===== src/rtl/fetch_pkg.sv =====
// Shared definitions for the instruction fetch front-end: default datapath
// width, the buffered {pc, instr} entry and the PC the core fetches from after reset.
package fetch_pkg;

  localparam int FETCH_WIDTH = 16;

  localparam logic [FETCH_WIDTH-1:0] RESET_PC = '0;

  typedef struct packed {
    logic [FETCH_WIDTH-1:0] pc;
    logic [FETCH_WIDTH-1:0] instr;
  } entry_t;

endpackage


===== src/rtl/fetch_fifo.sv =====
// Generic ring-buffer FIFO with wrap-around pointers, occupancy count,
// synchronous flush and a combinational head (zero when empty).
module fetch_fifo #(
  parameter int DW    = 16,
  parameter int DEPTH = 4
) (
  input  logic                       clk,
  input  logic                       rst_n,
  input  logic                       push,
  input  logic [DW-1:0]              push_data,
  input  logic                       pop,
  input  logic                       flush,
  output logic [DW-1:0]              head,
  output logic [$clog2(DEPTH+1)-1:0] count
);

  localparam int AW = (DEPTH > 1) ? $clog2(DEPTH) : 1;
  localparam int CW = $clog2(DEPTH + 1);

  logic [DW-1:0] mem [DEPTH];
  logic [AW-1:0] wr_ptr;
  logic [AW-1:0] rd_ptr;
  logic          do_pop;

  // Popping an empty FIFO is a no-op; the caller never has to guard it.
  assign do_pop = pop && (count != '0);

  function automatic logic [AW-1:0] next_ptr(input logic [AW-1:0] ptr);
    return (ptr == AW'(DEPTH - 1)) ? '0 : ptr + AW'(1);
  endfunction

  always_ff @(posedge clk or negedge rst_n) begin
    if (!rst_n) begin
      wr_ptr <= '0;
      rd_ptr <= '0;
      count  <= '0;
    end else if (flush) begin
      wr_ptr <= '0;
      rd_ptr <= '0;
      count  <= '0;
    end else begin
      if (push)   wr_ptr <= next_ptr(wr_ptr);
      if (do_pop) rd_ptr <= next_ptr(rd_ptr);
      case ({push, do_pop})
        2'b10:   count <= count + CW'(1);
        2'b01:   count <= count - CW'(1);
        default: count <= count;
      endcase
    end
  end

  // NOTE: the storage array has no reset; count gates every read, so stale
  // contents are never observed and the array can map onto plain RAM/flops.
  always_ff @(posedge clk) begin
    if (push && !flush) mem[wr_ptr] <= push_data;
  end

  assign head = (count != '0) ? mem[rd_ptr] : '0;

endmodule


===== src/rtl/fetch_queue.sv =====
// Instruction fetch front-end: owns the fetch PC, issues in-order memory
// requests under a credit limit, buffers returned instructions for decode.
module fetch_queue
  import fetch_pkg::*;
#(
  parameter int WIDTH   = FETCH_WIDTH,
  parameter int DEPTH   = 4,
  parameter int MAX_OUT = 2
) (
  input  logic             clk,
  input  logic             reset,
  output logic             mem_req_valid,
  input  logic             mem_req_ready,
  output logic [WIDTH-1:0] mem_req_addr,
  input  logic             mem_rsp_valid,
  input  logic [WIDTH-1:0] mem_rsp_instr,
  input  logic             redirect,
  input  logic [WIDTH-1:0] redirect_pc,
  input  logic             halt,
  input  logic             deq,
  output logic             if_valid,
  output logic [WIDTH-1:0] if_pc,
  output logic [WIDTH-1:0] if_instr,
  output logic             proto_err
);

  localparam int BCW = $clog2(DEPTH + 1);
  localparam int OCW = $clog2(MAX_OUT + 1);

  typedef struct packed {
    logic [WIDTH-1:0] pc;
    logic [WIDTH-1:0] instr;
  } buf_entry_t;

  logic [WIDTH-1:0] fetch_pc;
  logic [OCW-1:0]   drop_cnt;
  logic [OCW-1:0]   outstanding;
  logic [BCW-1:0]   buf_count;
  logic [WIDTH-1:0] rsp_pc;
  buf_entry_t       push_entry;
  buf_entry_t       head_entry;
  logic             has_credit;
  logic             req_fire;
  logic             rsp_accept;
  logic             rsp_keep;

  // Buffer slots are reserved at issue time, so a returning response always
  // finds room and the buffer never needs a full check.
  assign has_credit    = (int'(buf_count) + int'(outstanding) < DEPTH) &&
                         (int'(outstanding) < MAX_OUT);
  assign mem_req_valid = reset && !halt && !redirect && has_credit;
  assign mem_req_addr  = fetch_pc;
  assign req_fire      = mem_req_valid && mem_req_ready;

  assign rsp_accept = mem_rsp_valid && (outstanding != '0);
  assign rsp_keep   = rsp_accept && (drop_cnt == '0) && !redirect;

  assign push_entry = '{pc: rsp_pc, instr: mem_rsp_instr};

  // In-flight queue: the PC of each accepted request, matched to responses in order.
  fetch_fifo #(
    .DW    (WIDTH),
    .DEPTH (MAX_OUT)
  ) u_inflight (
    .clk       (clk),
    .rst_n     (reset),
    .push      (req_fire),
    .push_data (fetch_pc),
    .pop       (rsp_accept),
    .flush     (1'b0),
    .head      (rsp_pc),
    .count     (outstanding)
  );

  // Instruction buffer; a redirect flush overrides any push or deq that cycle.
  fetch_fifo #(
    .DW    (2 * WIDTH),
    .DEPTH (DEPTH)
  ) u_ibuf (
    .clk       (clk),
    .rst_n     (reset),
    .push      (rsp_keep),
    .push_data (push_entry),
    .pop       (deq),
    .flush     (redirect),
    .head      (head_entry),
    .count     (buf_count)
  );

  always_ff @(posedge clk or negedge reset) begin
    if (!reset) begin
      fetch_pc  <= WIDTH'(RESET_PC);
      drop_cnt  <= '0;
      proto_err <= 1'b0;
    end else begin
      if (redirect) begin
        fetch_pc <= redirect_pc;
        // Everything still in flight is stale; one returning now is dropped directly.
        drop_cnt <= outstanding - OCW'(rsp_accept);
      end else begin
        if (req_fire) fetch_pc <= fetch_pc + WIDTH'(1);
        if (rsp_accept && (drop_cnt != '0)) drop_cnt <= drop_cnt - OCW'(1);
      end
      if (mem_rsp_valid && (outstanding == '0)) proto_err <= 1'b1;
    end
  end

  assign if_valid = (buf_count != '0);
  assign if_pc    = head_entry.pc;
  assign if_instr = head_entry.instr;

endmodule

===== config.mk =====
export PLATFORM = sky130hd
export DESIGN_NAME = fetch_queue
export DESIGN_NICKNAME = d
export VERILOG_FILES = /design/src/rtl/fetch_pkg.sv /design/src/rtl/fetch_fifo.sv /design/src/rtl/fetch_queue.sv
export SDC_FILE = /design/constraint.sdc
export NUM_CORES = 1
export LEC_CHECK = 0
export ABC_AREA = 1
export BUFFER_PORTS_ARGS = -buffer_cell sky130_fd_sc_hd__buf_2
export CAP_MARGIN = 0
export CORE_MARGIN = 10
export CORE_UTILIZATION = 40
export DETAILED_ROUTE_END_ITERATION = 10
export SYNTH_ARGS = -nofsm -noshare
export SYNTH_HDL_FRONTEND = slang
export SYNTH_SLANG_ARGS = --single-unit

===== constraint.sdc =====
create_clock -name clk -period 4.6 [get_ports clk]
set_input_delay 0.23 -clock clk [delete_from_list [all_inputs] [get_ports clk]]
set_output_delay 0.23 -clock clk [all_outputs]
set_load 0.02 [all_outputs]

Word-level counts from Yosys, hierarchy flattened:

Memories as Yosys holds them, arrays and structs flattened.
Index checks and enable logic that the tools add are counted.

* register bits after elaboration: 30
* bits in writable memories: 160
* input port bits: 39
* word-level logic and storage cells: 78
* memories: 2

* $add $sub $neg: 12
* $lt $le $gt $ge: 2
* equality and inequality tests: 6
* multiplexer cells: 21
* reductions and logical operators: 26

Memory list
* u_ibuf.mem: words 4, width 32, read ports 1, clocked after Yosys merged registers in 0, wr ports 1, line fetch_fifo.sv:20 `logic [DW-1:0] mem [DEPTH];`
* u_inflight.mem: words 2, width 16, read ports 1, clocked after Yosys merged registers in 0, wr ports 1, line fetch_fifo.sv:20

Operators with widths (number)
* $mux 16: 3
* $mux 32: 1
* $add 16x1->16 const B: 1
* $mux 2: 8
* $reduce_bool 2->1: 7
* $logic_and 1x1->1: 13
* $eq 2x2->1 const B: 4
* $add 2x1->2 const B: 3
* $mux 1: 6
* $pmux 3 s2: 1
* $reduce_bool 3->1: 2
* $add 3x2->4: 1
* $eq 2x1->1 const B: 2
* $logic_not 2->1: 2
* $lt 4x3->1 const B: 1
* $pmux 2 s2: 1
* $sub 2x1->2 const B: 2
* $add 3x1->3 const B: 1
* $mux 3: 1
* $sub 3x1->3 const B: 1
* $add 1x1->1 const B: 2
* $logic_not 1->1: 2
* $lt 2x2->1 const B: 1
* $sub 2x1->2: 1

Depth between registers and ports, before layout:

* word-level depth: 7
* depth in mapped cells: 12
* gate-level depth less buffers: 12

Modules after synthesis:

Synthesis repeated with hierarchy kept, for this count alone.

* cell total of the unflattened synthesis: 769
* area, all modules: 8260.4 um2

By module, submodules not included
* fetch_fifo (u_ibuf): times used 1, cells each 440, area an instance 5418.9 um2, seq. area each 4018.9 um2
* fetch_fifo (u_inflight): times used 1, cells each 119, area an instance 1448.9 um2, seq. area each 1061.0 um2
* fetch_queue: times used 1, cells each 210, area an instance 1392.6 um2, seq. area each 475.5 um2

Least setup slack after synthesis:

Ideal clock, no wire load.

* path kind: reg2reg
* start: register drop_cnt[0]
* end: memory u_ibuf.mem[0][0] (netlist name), enable pin
* setup time: 421 ps
* data arrival time: 2180 ps
* required time: 4179 ps
* slack: 1999 ps
* cell stages (with the launch flop): 5
* path buffers: 0
* period minus slack after synthesis: 2601 ps
* cells stage by stage: dfrtp_1 -> inv_1 -> ha_1 -> nand4_4 -> nor2_1

* longest elaborated chain between the ends: 6

Ends and longest elaborated chain
* from (decl): line fetch_queue.sv:36 `logic [OCW-1:0] drop_cnt;`
* from (signal assigned): line fetch_queue.sv:99 `drop_cnt <= outstanding - OCW'(rsp_accept);`
* from (signal assigned): line fetch_queue.sv:102 `if (rsp_accept && (drop_cnt != '0)) drop_cnt <= drop_cnt - OCW'(1);`
* $logic_not 2->1: line fetch_queue.sv:56 `assign rsp_keep = rsp_accept && (drop_cnt == '0) && !redirect;`
* $logic_and 1x1->1 (2 in series): line fetch_queue.sv:56
* $logic_and 1x1->1: line fetch_fifo.sv:55 `if (push && !flush) mem[wr_ptr] <= push_data;`
* $mux 1: line fetch_fifo.sv:55
* $mux 1 (not written as such): line fetch_fifo.sv:55
* to (decl): line fetch_fifo.sv:20

Every way passes these cells.

Worst setup path in the final report:

* start: register u_ibuf.rd_ptr[0]
* end: output port if_pc[6]

* longest elaborated chain between the ends: 2

Ends and longest elaborated chain
* from (decl): line fetch_fifo.sv:22 `logic [AW-1:0] rd_ptr;`
* from (signal assigned): line fetch_fifo.sv:43 `if (do_pop) rd_ptr <= next_ptr(rd_ptr);`
* $mem_v2 4x32
* $mux 32: line fetch_fifo.sv:58 `assign head = (count != '0) ? mem[rd_ptr] : '0;`
* to (decl): line fetch_queue.sv:22 `output logic [WIDTH-1:0] if_pc,`

Every way passes these cells.

==> out/metrics.cfg <==
[run_status]
run_status = finished, final reports clean

[cts]
clk_latency_ns = 0.44
ctsHtreeMaxLevel = 4
clockRootBuffer = clkbuf_16
cts_sinks = 190
ctsResizeCount = 0
clkTransAtPathRegs_ns = 0.08
holdBufCountCts = 20
cts_tree = done
cts_setup_buffers = 0
cts_made_buffers = 17
cts_max_path_buffers = 2

[route]
wirelength_mm = 17.72
vias = 5374
antenna_left = 0
drtIter0Drc = 359
drt_first_pass_iters = 4
vias_per_cell = 4.815
routedWlPerCell_um = 15.88
drcViolationCount = 0

[min_path]
hold_depth = 1
hold_class = input port to register
min_to = u_ibuf.mem[1][13]
holdCritStartpoint = mem_rsp_instr[13]

[worst_setup_path]
startpoint_type = register
r2r_end = u_ibuf.mem[1][21]
r2r_setup_slack_ns = 2.39
path_class = register to output port
path_cells = inv_2 -> o21ai_0 -> a21oi_1 -> buf_2
path_max_fanout = 65
end_kind = output port
arrival_ns = 2.56
r2r_start = drop_cnt[0]
cpMaxStageDelayCell = inv_2
cp.required_ns = 4.37
path_buf_inv = 2
max_stage_delay_ns = 0.79
cpLargestDelayFamily = buffers and inverters
r2r_cells = 4

[floorplan]
num_rows = 52
start_util = 0.4043
ioPinCount = 90
chipHeight_um = 162.8
coreArea_um2 = 20170
die-width_um = 162.8
dieArea_um2 = 26500

[sta]
slew_violations = 0
rsz0062_at_grt = false
whs_ns = 0.02276
slew_headroom = 0.2930
setup_viol = 0
hold_viol_final = 0
tightest_slew_ns = 1.058
finalClockSkew_ns = 0.01524
finalCritPeriodShare = 0.6073
layout_min_cycle_time_ns = 2.794
max_freq_mhz = 357.9
setup_tns_ns = 0

[grt]
grt_overflow = 0
grt_util_all_layers = 0.1353
globalRouteMet2Util = 0.2143
grt_max_degree = 66
grt-busiest-layer = met2
antenna_found_initial = 0
use_met1 = 0.1755
met3_usage = 0.03741
grt_pass1_wl_mm = 28.41
grt_pass1_vias = 5356

[yosys]
synth.area.top_cells = edfxtp_1, dfrtp_1, nor2_1
yosys-top-cells-count = edfxtp_1, nor2_1, nand2_1
yosysMostFrequentCell = edfxtp_1
synth_area_leader_cell = edfxtp_1
ys_async_sr_fraction = 0.1579
yosys_warnings = 0
yosysUniqueCellTypes = 36
ys_seq_area_frac = 0.6812
postSynthCellCount = 732
postSynthAreaPerCell_um2 = 11.14
synth_seq_cells = 190
synth_fp_nets = 781
synth_edf_count = 160
syn_area_um2 = 8155
synth_top_flop_cell = edfxtp_1
synth_top_area_frac = 0.5891

[power_and_ir_drop]
p_leak_nw = 3.750
peakVddDrop_mv = 0.2723
powerDensity_nw_per_um2 = 539.6
internal_power_mw = 3.286
sw_frac_of_total = 0.3701
combinationalPowerShare = 0.284
clkPwrFrac = 0.284
p_seq_frac = 0.432
switchingPower_mw = 1.930

[placement]
place_inst = 1064
place_congestion = 0.7542
dp_hpwl_mm = 10.75
port_buffers = 89

[run]
max_cap_violations = 0

[final_layout]
area_growth_pct = 18.55
num_antenna_cells = 0
final_cells = 1116
finalCoreUtilization = 0.4793
drive_above_1_share = 0.1962
fin_nets = 882

through the flow:
stage	area (um^2)	total power, mW	worst slack [ns]
after floorplan	8155	3.275	1.999
after global placement	8847	3.776	2.251
after detailed placement	8847	3.790	2.213
after CTS	9668	5.285	1.767
after global routing	9668	5.525	1.530
final	9668	5.216	1.806
cells in the final DEF, fill, tap and decap left out, drive strengths merged:
cell / instances
a21oi: 53
inv: 43
a21o: 2
xnor2: 4
nor2: 154
or2: 2
clkinv: 10
ha: 9
edfxtp: 160
o21bai: 1
o21ai: 74
clkinvlp: 1
xor2: 8
nand3: 36
dfrtp: 30
dlygate4sd3: 20
buf: 96
a21boi: 1
clkbuf: 17
fa: 1
nand2: 118
nand3b: 1
o31ai: 1
nand4: 4
power groups by stage:
| stage | clock network [mW] | logic (mW) | registers, mW |
|---|---|---|---|
| 5_1_grt | 1.57 | 1.67 | 2.28 |
| 6_report | 1.48 | 1.48 | 2.25 |
| 2_1_floorplan | 0 | 1.04 | 2.24 |
| 4_1_cts | 1.51 | 1.52 | 2.25 |
| 3_5_place_dp | 0 | 1.50 | 2.29 |
| 3_3_place_gp | 0 | 1.49 | 2.29 |
how the worst max path moves through the flow:
stage | start | to | slack, ns | depth (start not counted)
CTS | u_ibuf.rd_ptr[0] | if_pc[11] | 1.77 | 4
finish | u_ibuf.rd_ptr[0] | if_pc[6] | 1.81 | 4
detailed placement | redirect | u_ibuf.mem[1][6] | 2.21 | 4
floorplan | drop_cnt[0] | u_ibuf.mem[0][0] | 2.00 | 4
global route | u_ibuf.rd_ptr[0] | if_pc[4] | 1.53 | 4
global placement | redirect | u_ibuf.mem[1][15] | 2.25 | 4
cells by family after synthesis:
family	count (synthesis)	share of synthesized area
compound gates	132	0.08254
xor+xnor	12	0.01289
fa+ha+maj	10	0.01626
buf+inv	73	0.03927
flops	190	0.6812
simple gates	315	0.1678
final cells by class:
class | instances | area [um^2]
inverters | 39 | 150.1
fillers | 1874 | 10500
repair buffers | 116 | 698.2
clock inverters | 15 | 195.2
well taps | 270 | 337.8
multi-input cells | 469 | 2305
flip-flops and latches | 190 | 5557
clock buffers | 17 | 425.4
registers in the layout (all words and copies together) (netlist names):
signal,cells
u_ibuf.rd_ptr,2
u_inflight.rd_ptr,1
proto_err,1
drop_cnt,2
u_inflight.count,2
mem_req_addr,16
u_inflight.wr_ptr,1
u_ibuf.count,3
u_inflight.mem,32
u_ibuf.wr_ptr,2
u_ibuf.mem,128
metal layers:
| layer | vias up | share of wire |
|---|---|---|
| met5 | - | 0 |
| met4 | 0 | 0.0090 |
| met3 | 13 | 0.047 |
| met2 | 113 | 0.47 |
| met1 | 2553 | 0.47 |
| li1 | 2695 | - |
No activity file was read; power rests on OpenSTA's default activity.
